**config.mk**
```make
export PLATFORM = sky130hd
export DESIGN_NAME = request_unit_flat
export DESIGN_NICKNAME = d
export VERILOG_FILES = /design/src/rtl/cpu_types_pkg.sv /design/src/rtl/request_unit_if.sv /design/src/rtl/request_unit_sat_counter.sv /design/src/rtl/request_unit.sv /design/src/flat_wrapper.sv
export SDC_FILE = /design/constraint.sdc
export NUM_CORES = 1
export LEC_CHECK = 0
export CAP_MARGIN = 20
export CORE_ASPECT_RATIO = 2
export CORE_MARGIN = 3
export CORE_UTILIZATION = 56
export CTS_CLUSTER_SIZE = 25
export DETAILED_ROUTE_END_ITERATION = 7
export PLACE_DENSITY_LB_ADDON = 0.05
export SKIP_LAST_GASP = 1
export SYNTH_ARGS = -nofsm -noshare
export SYNTH_HDL_FRONTEND = slang
export SYNTH_SLANG_ARGS = --single-unit
```
**constraint.sdc**
```tcl
create_clock -name CLK -period 3.9 [get_ports CLK]
set_input_delay 0.585 -clock CLK [delete_from_list [all_inputs] [get_ports CLK]]
set_output_delay 0.585 -clock CLK [all_outputs]
set_load 0.01 [all_outputs]
```
**src/rtl/cpu_types_pkg.sv**
```systemverilog
// Shared types for the request sequencer.
// Holds the state encoding of the memory-request FSM so that the design and
// any debug tooling agree on the numeric value of each state.
package cpu_types_pkg;

  // IDLE   : one-cycle pause after reset before the first fetch
  // FETCH  : instruction request outstanding, waiting for ihit
  // DATA   : load/store request outstanding, waiting for dhit
  // HALTED : terminal state, left only through reset
  typedef enum logic [1:0] {
    IDLE   = 2'd0,
    FETCH  = 2'd1,
    DATA   = 2'd2,
    HALTED = 2'd3
  } reqstate_t;

endpackage

```
**src/rtl/request_unit_if.sv**
```systemverilog
// Handshake bundle between the control unit / memory arbiter and the
// request unit.
//   iREN, dREN, dWEN, halt : decoded strobes from the control unit
//   ihit, dhit             : hit indications from the memory arbiter
//   imemREN, dmemREN,
//   dmemWEN                : held memory requests toward the arbiter
//   pcEN                   : one-cycle commit strobe toward the datapath
// The master modport is the request unit itself; the slave modport is the
// surrounding environment (control unit plus arbiter).
interface request_unit_if;

  logic iREN;
  logic dREN;
  logic dWEN;
  logic halt;
  logic ihit;
  logic dhit;
  logic imemREN;
  logic dmemREN;
  logic dmemWEN;
  logic pcEN;

  modport master (
    input  iREN, dREN, dWEN, halt, ihit, dhit,
    output imemREN, dmemREN, dmemWEN, pcEN
  );

  modport slave (
    output iREN, dREN, dWEN, halt, ihit, dhit,
    input  imemREN, dmemREN, dmemWEN, pcEN
  );

endinterface

```
**src/rtl/request_unit_sat_counter.sv**
```systemverilog
// Saturating up-counter used for the per-access watchdog and the stall
// performance counter.
//   clk     : clock, rising edge
//   rst     : asynchronous reset, active-high, clears the count
//   inc_i   : add one this cycle (ignored once the count is all-ones)
//   clr_i   : synchronous clear, takes priority over inc_i
//   count_o : current count
module sat_counter #(
  parameter int WIDTH = 8
) (
  input  logic             clk,
  input  logic             rst,
  input  logic             inc_i,
  input  logic             clr_i,
  output logic [WIDTH-1:0] count_o
);

  logic [WIDTH-1:0] count_q;
  logic [WIDTH-1:0] count_d;

  // Clear beats increment; the count sticks at all-ones instead of wrapping.
  always_comb begin
    count_d = count_q;
    if (clr_i) begin
      count_d = '0;
    end else if (inc_i && (count_q != {WIDTH{1'b1}})) begin
      count_d = count_q + WIDTH'(1);
    end
  end

  always_ff @(posedge clk or posedge rst) begin
    if (rst) begin
      count_q <= '0;
    end else begin
      count_q <= count_d;
    end
  end

  assign count_o = count_q;

endmodule

```
**src/rtl/request_unit.sv**
```systemverilog
// Memory-request sequencer sitting after the control unit. Converts the
// decoded fetch/load/store/halt strobes into held requests toward the memory
// arbiter, waits for the matching hit and emits one pcEN per instruction.
// Also keeps a sticky halt, a per-access watchdog and a stall counter.
//   CLK       : clock, rising edge
//   RST       : asynchronous reset, active-high
//   bus       : request_unit_if master (strobes, hits, requests, pcEN)
//   halt_o    : sticky halted flag
//   timeout_o : sticky flag, watchdog expired on an access
//   err_o     : sticky flag, dREN and dWEN were seen together
//   stall_cnt : FETCH/DATA cycles without pcEN, saturating
module request_unit
  import cpu_types_pkg::*;
#(
  parameter int TIMEOUT = 256,
  parameter int STALL_W = 32
) (
  input  logic               CLK,
  input  logic               RST,
  request_unit_if.master     bus,
  output logic               halt_o,
  output logic               timeout_o,
  output logic               err_o,
  output logic [STALL_W-1:0] stall_cnt
);

  // Wide enough to hold TIMEOUT itself, so the last-cycle compare never wraps.
  localparam int WAIT_W = $clog2(TIMEOUT + 1);
  localparam logic [WAIT_W-1:0] WAIT_LAST = WAIT_W'(TIMEOUT - 1);

  reqstate_t   state_q;
  reqstate_t   state_d;
  logic        wr_q;
  logic        wr_d;
  logic        halt_q;
  logic        halt_d;
  logic        timeout_q;
  logic        timeout_d;
  logic        err_q;
  logic        err_d;

  logic              busy;
  logic              fetchHit;
  logic              dataHit;
  logic              anyHit;
  logic              dataReq;
  logic              latchData;
  logic              waitExpired;
  logic              pcEn;
  logic              waitClr;
  logic              waitInc;
  logic              stallInc;
  logic [WAIT_W-1:0] waitCnt;

  // Only the hit matching the current state counts; stray hits are dropped.
  assign busy     = (state_q == FETCH) || (state_q == DATA);
  assign fetchHit = (state_q == FETCH) && bus.ihit;
  assign dataHit  = (state_q == DATA) && bus.dhit;
  assign anyHit   = fetchHit || dataHit;
  assign dataReq  = bus.dREN || bus.dWEN;

  // A fetched halt overrides any memory op decoded on the same instruction.
  assign latchData = fetchHit && !bus.halt && dataReq;

  // A hit on the watchdog's last cycle still completes the access.
  assign waitExpired = busy && !anyHit && (waitCnt == WAIT_LAST);

  assign pcEn = (fetchHit && !bus.halt && !dataReq) || dataHit;

  always_comb begin
    state_d = state_q;
    unique case (state_q)
      IDLE:   state_d = FETCH;
      FETCH: begin
        if (fetchHit) begin
          if (bus.halt)    state_d = HALTED;
          else if (dataReq) state_d = DATA;
          else              state_d = FETCH;
        end else if (waitExpired) begin
          state_d = HALTED;
        end
      end
      DATA: begin
        if (dataHit)          state_d = FETCH;
        else if (waitExpired) state_d = HALTED;
      end
      HALTED: state_d = HALTED;
      default: state_d = IDLE;
    endcase
  end

  // Load-vs-store kind is captured at ihit and held for the whole DATA phase;
  // a simultaneous read and write is resolved as a write and flagged.
  always_comb begin
    wr_d      = wr_q;
    err_d     = err_q;
    halt_d    = halt_q || (state_d == HALTED);
    timeout_d = timeout_q || waitExpired;
    if (latchData) begin
      wr_d = bus.dWEN;
      if (bus.dREN && bus.dWEN) begin
        err_d = 1'b1;
      end
    end
  end

  always_ff @(posedge CLK or posedge RST) begin
    if (RST) begin
      state_q   <= IDLE;
      wr_q      <= 1'b0;
      halt_q    <= 1'b0;
      timeout_q <= 1'b0;
      err_q     <= 1'b0;
    end else begin
      state_q   <= state_d;
      wr_q      <= wr_d;
      halt_q    <= halt_d;
      timeout_q <= timeout_d;
      err_q     <= err_d;
    end
  end

  // The watchdog restarts for every new access: on any state change and on
  // every committed instruction (back-to-back fetches stay in FETCH).
  assign waitClr  = (state_d != state_q) || pcEn;
  assign waitInc  = busy && !anyHit;
  assign stallInc = busy && !pcEn;

  sat_counter #(.WIDTH(WAIT_W)) u_wait_cnt (
    .clk     (CLK),
    .rst     (RST),
    .inc_i   (waitInc),
    .clr_i   (waitClr),
    .count_o (waitCnt)
  );

  sat_counter #(.WIDTH(STALL_W)) u_stall_cnt (
    .clk     (CLK),
    .rst     (RST),
    .inc_i   (stallInc),
    .clr_i   (1'b0),
    .count_o (stall_cnt)
  );

  // Requests are decoded from state; the fetch request also follows iREN.
  assign bus.imemREN = (state_q == FETCH) && bus.iREN;
  assign bus.dmemREN = (state_q == DATA) && !wr_q;
  assign bus.dmemWEN = (state_q == DATA) && wr_q;
  assign bus.pcEN    = pcEn;

  assign halt_o    = halt_q;
  assign timeout_o = timeout_q;
  assign err_o     = err_q;

endmodule

```
**src/flat_wrapper.sv**
```systemverilog
// flat-port wrapper written by rule: the top's interface ports become plain ports
module request_unit_flat import cpu_types_pkg::*;
#(
  parameter int TIMEOUT = 256,
  parameter int STALL_W = 32
)
  (CLK, RST, halt_o, timeout_o, err_o, stall_cnt, bus_iREN, bus_dREN, bus_dWEN, bus_halt, bus_ihit, bus_dhit, bus_imemREN, bus_dmemREN, bus_dmemWEN, bus_pcEN);
  request_unit_if bus_i ();
  input  logic CLK;
  input  logic RST;
  output logic halt_o;
  output logic timeout_o;
  output logic err_o;
  output logic [STALL_W-1:0] stall_cnt;
  input wire logic [$bits(bus_i.iREN)-1:0] bus_iREN;
  input wire logic [$bits(bus_i.dREN)-1:0] bus_dREN;
  input wire logic [$bits(bus_i.dWEN)-1:0] bus_dWEN;
  input wire logic [$bits(bus_i.halt)-1:0] bus_halt;
  input wire logic [$bits(bus_i.ihit)-1:0] bus_ihit;
  input wire logic [$bits(bus_i.dhit)-1:0] bus_dhit;
  output wire logic [$bits(bus_i.imemREN)-1:0] bus_imemREN;
  output wire logic [$bits(bus_i.dmemREN)-1:0] bus_dmemREN;
  output wire logic [$bits(bus_i.dmemWEN)-1:0] bus_dmemWEN;
  output wire logic [$bits(bus_i.pcEN)-1:0] bus_pcEN;
  assign bus_i.iREN = bus_iREN;
  assign bus_i.dREN = bus_dREN;
  assign bus_i.dWEN = bus_dWEN;
  assign bus_i.halt = bus_halt;
  assign bus_i.ihit = bus_ihit;
  assign bus_i.dhit = bus_dhit;
  assign bus_imemREN = bus_i.imemREN;
  assign bus_dmemREN = bus_i.dmemREN;
  assign bus_dmemWEN = bus_i.dmemWEN;
  assign bus_pcEN = bus_i.pcEN;
  request_unit #(.TIMEOUT(TIMEOUT), .STALL_W(STALL_W)) u_core (.CLK(CLK), .RST(RST), .bus(bus_i), .halt_o(halt_o), .timeout_o(timeout_o), .err_o(err_o), .stall_cnt(stall_cnt));
endmodule
```
==> reports/qor.yml <==
worst_pin_slew_ns: 0.9517
status: "finished, final reports clean"
syn_avg_cell_area_um2: 10.39
io_pins: 47
grt_pass1_wl_um: 9873
portBuffers: 46
fin_nets: 315
rsz0062_at_grt: "false"
path_max_fanout: 6
timing.final.ws_setup_ns: 1.103
clk_pin_slew_ns: 0.09
ff2ff_setup_slack_ns: 1.22
netlist.area_leader.share: 0.4528
worstSetupPathType: "flip-flop to output port"
holdPathEnd: "u_core.timeout_o"
syn_nets: 266
first_global_vias: 2147
setup_tns_ns: 0
r2r_cells: 7
cts_buffers: 5
rr_startpoint: "u_core.state_q[0]"
synthCells: 250
fin_total_pwr_mw: 1.782
worstPathArrival_ns: 2.21
die_h_um: 102.3
cp-end-kind: "output port"
place.gp.congestion: 0.7490
holdBufCountCts: 0
max_slew_margin: 0.3646
hold_depth: 1
cts_max_path_buffers: 2
track_usage: 0.2418
critical_path.max_stage_delay_ns: 0.54
ir_drop_mv: 0.3896
crit_chain: "inv_1, ha_1, and3b_1, a22o_1, clkdlybuf4s50_1"
min_from: "u_core.timeout_o"
nFillCells: 357
rr_endpoint: "u_core.u_stall_cnt.count_o[30]"
netlist_area_um2: 2597
synth.most_common_cell: "dfrtp_1"
worst-path-buf-inv: 2
yosys-top-cells-area: "dfrtp_1, xnor2_1, xor2_1, ha_1, nor3_1"
period_minus_slack_ns: 2.797
yosysTopAreaCell: "dfrtp_1"
dp_hpwl_um: 4471
diodes: 0
grt-ovfl-total: 0
crit_path_start_kind: "flip-flop"
placed_area_um2: 3097
row_count: 34
hold_viol: 0
drv_slew: 0
async_flop_share: 1.000
seqCellArea_um2: 1176
multi_input_area_um2: 1359
cts.repair.resized: 0
cp.required_ns: 3.31
cts_tree: "done"
cp-startpoint: "u_core.state_q[1]"
place_inst: 346
clk_latency_ns: 0.30
drive_gt1_frac: 0.09667
core_um2: 4424
via_count: 2105
cts_root_buf: "clkbuf_8"
viasPerCell: 5.946
areaGrowthSynthToFinish_pct: 24.47
dieArea_um2: 5541
fin_area_um2: 3233
grt_max_degree: 48
hp-class: "flip-flop to flip-flop"
cts_sinks: 47
synth_warnings: 0
ys_types: 46
ys_ff_latch: 47
wl_per_cell_um: 16.96
post-place-ws_ns: 1.115
drt-total-wl_um: 6004
power_density_nw_per_um2: 551.1
period_share: 0.7173
p_leak_nw: 1.389
post_cts_buffers: 0
cp_slowest_cell: "clkdlybuf4s50_1"
ant_nets: 0
initialDrtViolationCount: 28
synthTopCellsByCount: "dfrtp_1, nand2_1, nor3_1, xnor2_1, nand3_1"
setup_viol: 0
antenna_found_initial: 0
cap_violations: 0
remaining_drc_errors: 0
path_delay_family: "buffers and inverters"
final_cells: 354
h-tree-depth: 2
firstDrtPassIters: 4
yosysSeqAreaShare: 0.4528
fmaxAchievable_mhz: 357.5
start_util: 0.5871
fin_skew_ns: 0.007182
die_w_um: 54.16
synthFlopType: "dfrtp_1"
synth-edff-count: 0
how the worst max path moves through the flow:
stage                                           to  depth (start not counted)  slack (ns)
global placement                          bus_pcEN                          4        1.17
floorplan            u_core.u_stall_cnt.count_o[7]                          6        1.87
detailed placement  u_core.u_stall_cnt.count_o[30]                          6        1.11
finish                                    bus_pcEN                          5        1.10
global route                              bus_pcEN                          5        0.99
CTS                                       bus_pcEN                          5        1.12
flip-flops by register name, indices dropped and copies added (netlist names):
name / cells
u_core.halt_o: 1
u_core.state_q: 2
u_core.err_o: 1
u_core.wr_q: 1
u_core.u_stall_cnt.count_o: 32
u_core.u_wait_cnt.count_o: 9
u_core.timeout_o: 1
report_power, final:
group / switching (mW) / internal (mW)
Combinational: 0.404 / 0.297
Clock: 0.167 / 0.256
Sequential: 0.0995 / 0.559
worst register-to-register path, stage by stage (launching register included):
cell	delay (ns)
dfrtp_1	0.44
inv_1	0.14
ha_1	0.33
a21boi_2	0.34
a21boi_2	0.58
nand4b_2	0.33
nor3_2	0.25
xor2_1	0.19
cell families after synthesis:
group                    Yosys count  share of synthesized area
adder cells (fa/ha/maj)            8                    0.03854
AO/OA/AOI/OAI                     25                    0.07997
XOR/XNOR                          37                     0.1277
AND/OR/NAND/NOR                  118                     0.2688
multiplexers                       2                   0.008189
buffers and inverters             13                    0.02408
flip-flops                        47                     0.4528
cell type report:
cell class | instances | area share
clock inverter | 3 | 0.02090
inverter | 9 | 0.01045
clock buffer | 5 | 0.02128
sequential | 47 | 0.3638
multi-input combinational | 190 | 0.4203
tap | 54 | 0.02090
timing repair buffer | 46 | 0.1424
metrics by stage:
stage / hold slack, ns / utilization
detailed placement: 0.4588 / 0.6999
finish: 0.4753 / 0.7308
CTS: 0.4837 / 0.7308
global placement: 0.4547 / 0.6999
global route: 0.5025 / 0.7308
floorplan: 0.4807 / -
routing by layer:
| metal | vias up | wire [µm] | track usage |
|---|---|---|---|
| met5 | - | 0 | 0 |
| met4 | 0 | 144 | 0.09789 |
| met3 | 12 | 139 | 0.02920 |
| met2 | 45 | 3480 | 0.4580 |
| met1 | 1046 | 2241 | 0.2510 |
| li1 | 1002 | - | - |
cell usage in the layout (no fill, tap or decap), types with 3 or more instances in the layout:
cell type | synthesis | layout
dfrtp_1 | 47 | 47
clkdlybuf4s50_1 | 0 | 46
nand2_1 | 26 | 26
nor3_1 | 20 | 20
xnor2_1 | 20 | 20
nand3_1 | 17 | 17
xor2_1 | 16 | 16
nor2_1 | 12 | 12
nand4_1 | 12 | 12
inv_1 | 9 | 8
ha_1 | 8 | 8
o21ai_0 | 5 | 5
nor4_1 | 5 | 5
clkbuf_8 | 0 | 5
a21oi_1 | 4 | 4
and2_1 | 4 | 4
a31o_2 | 3 | 3
Note: power is estimated with default switching activity, not from simulation.
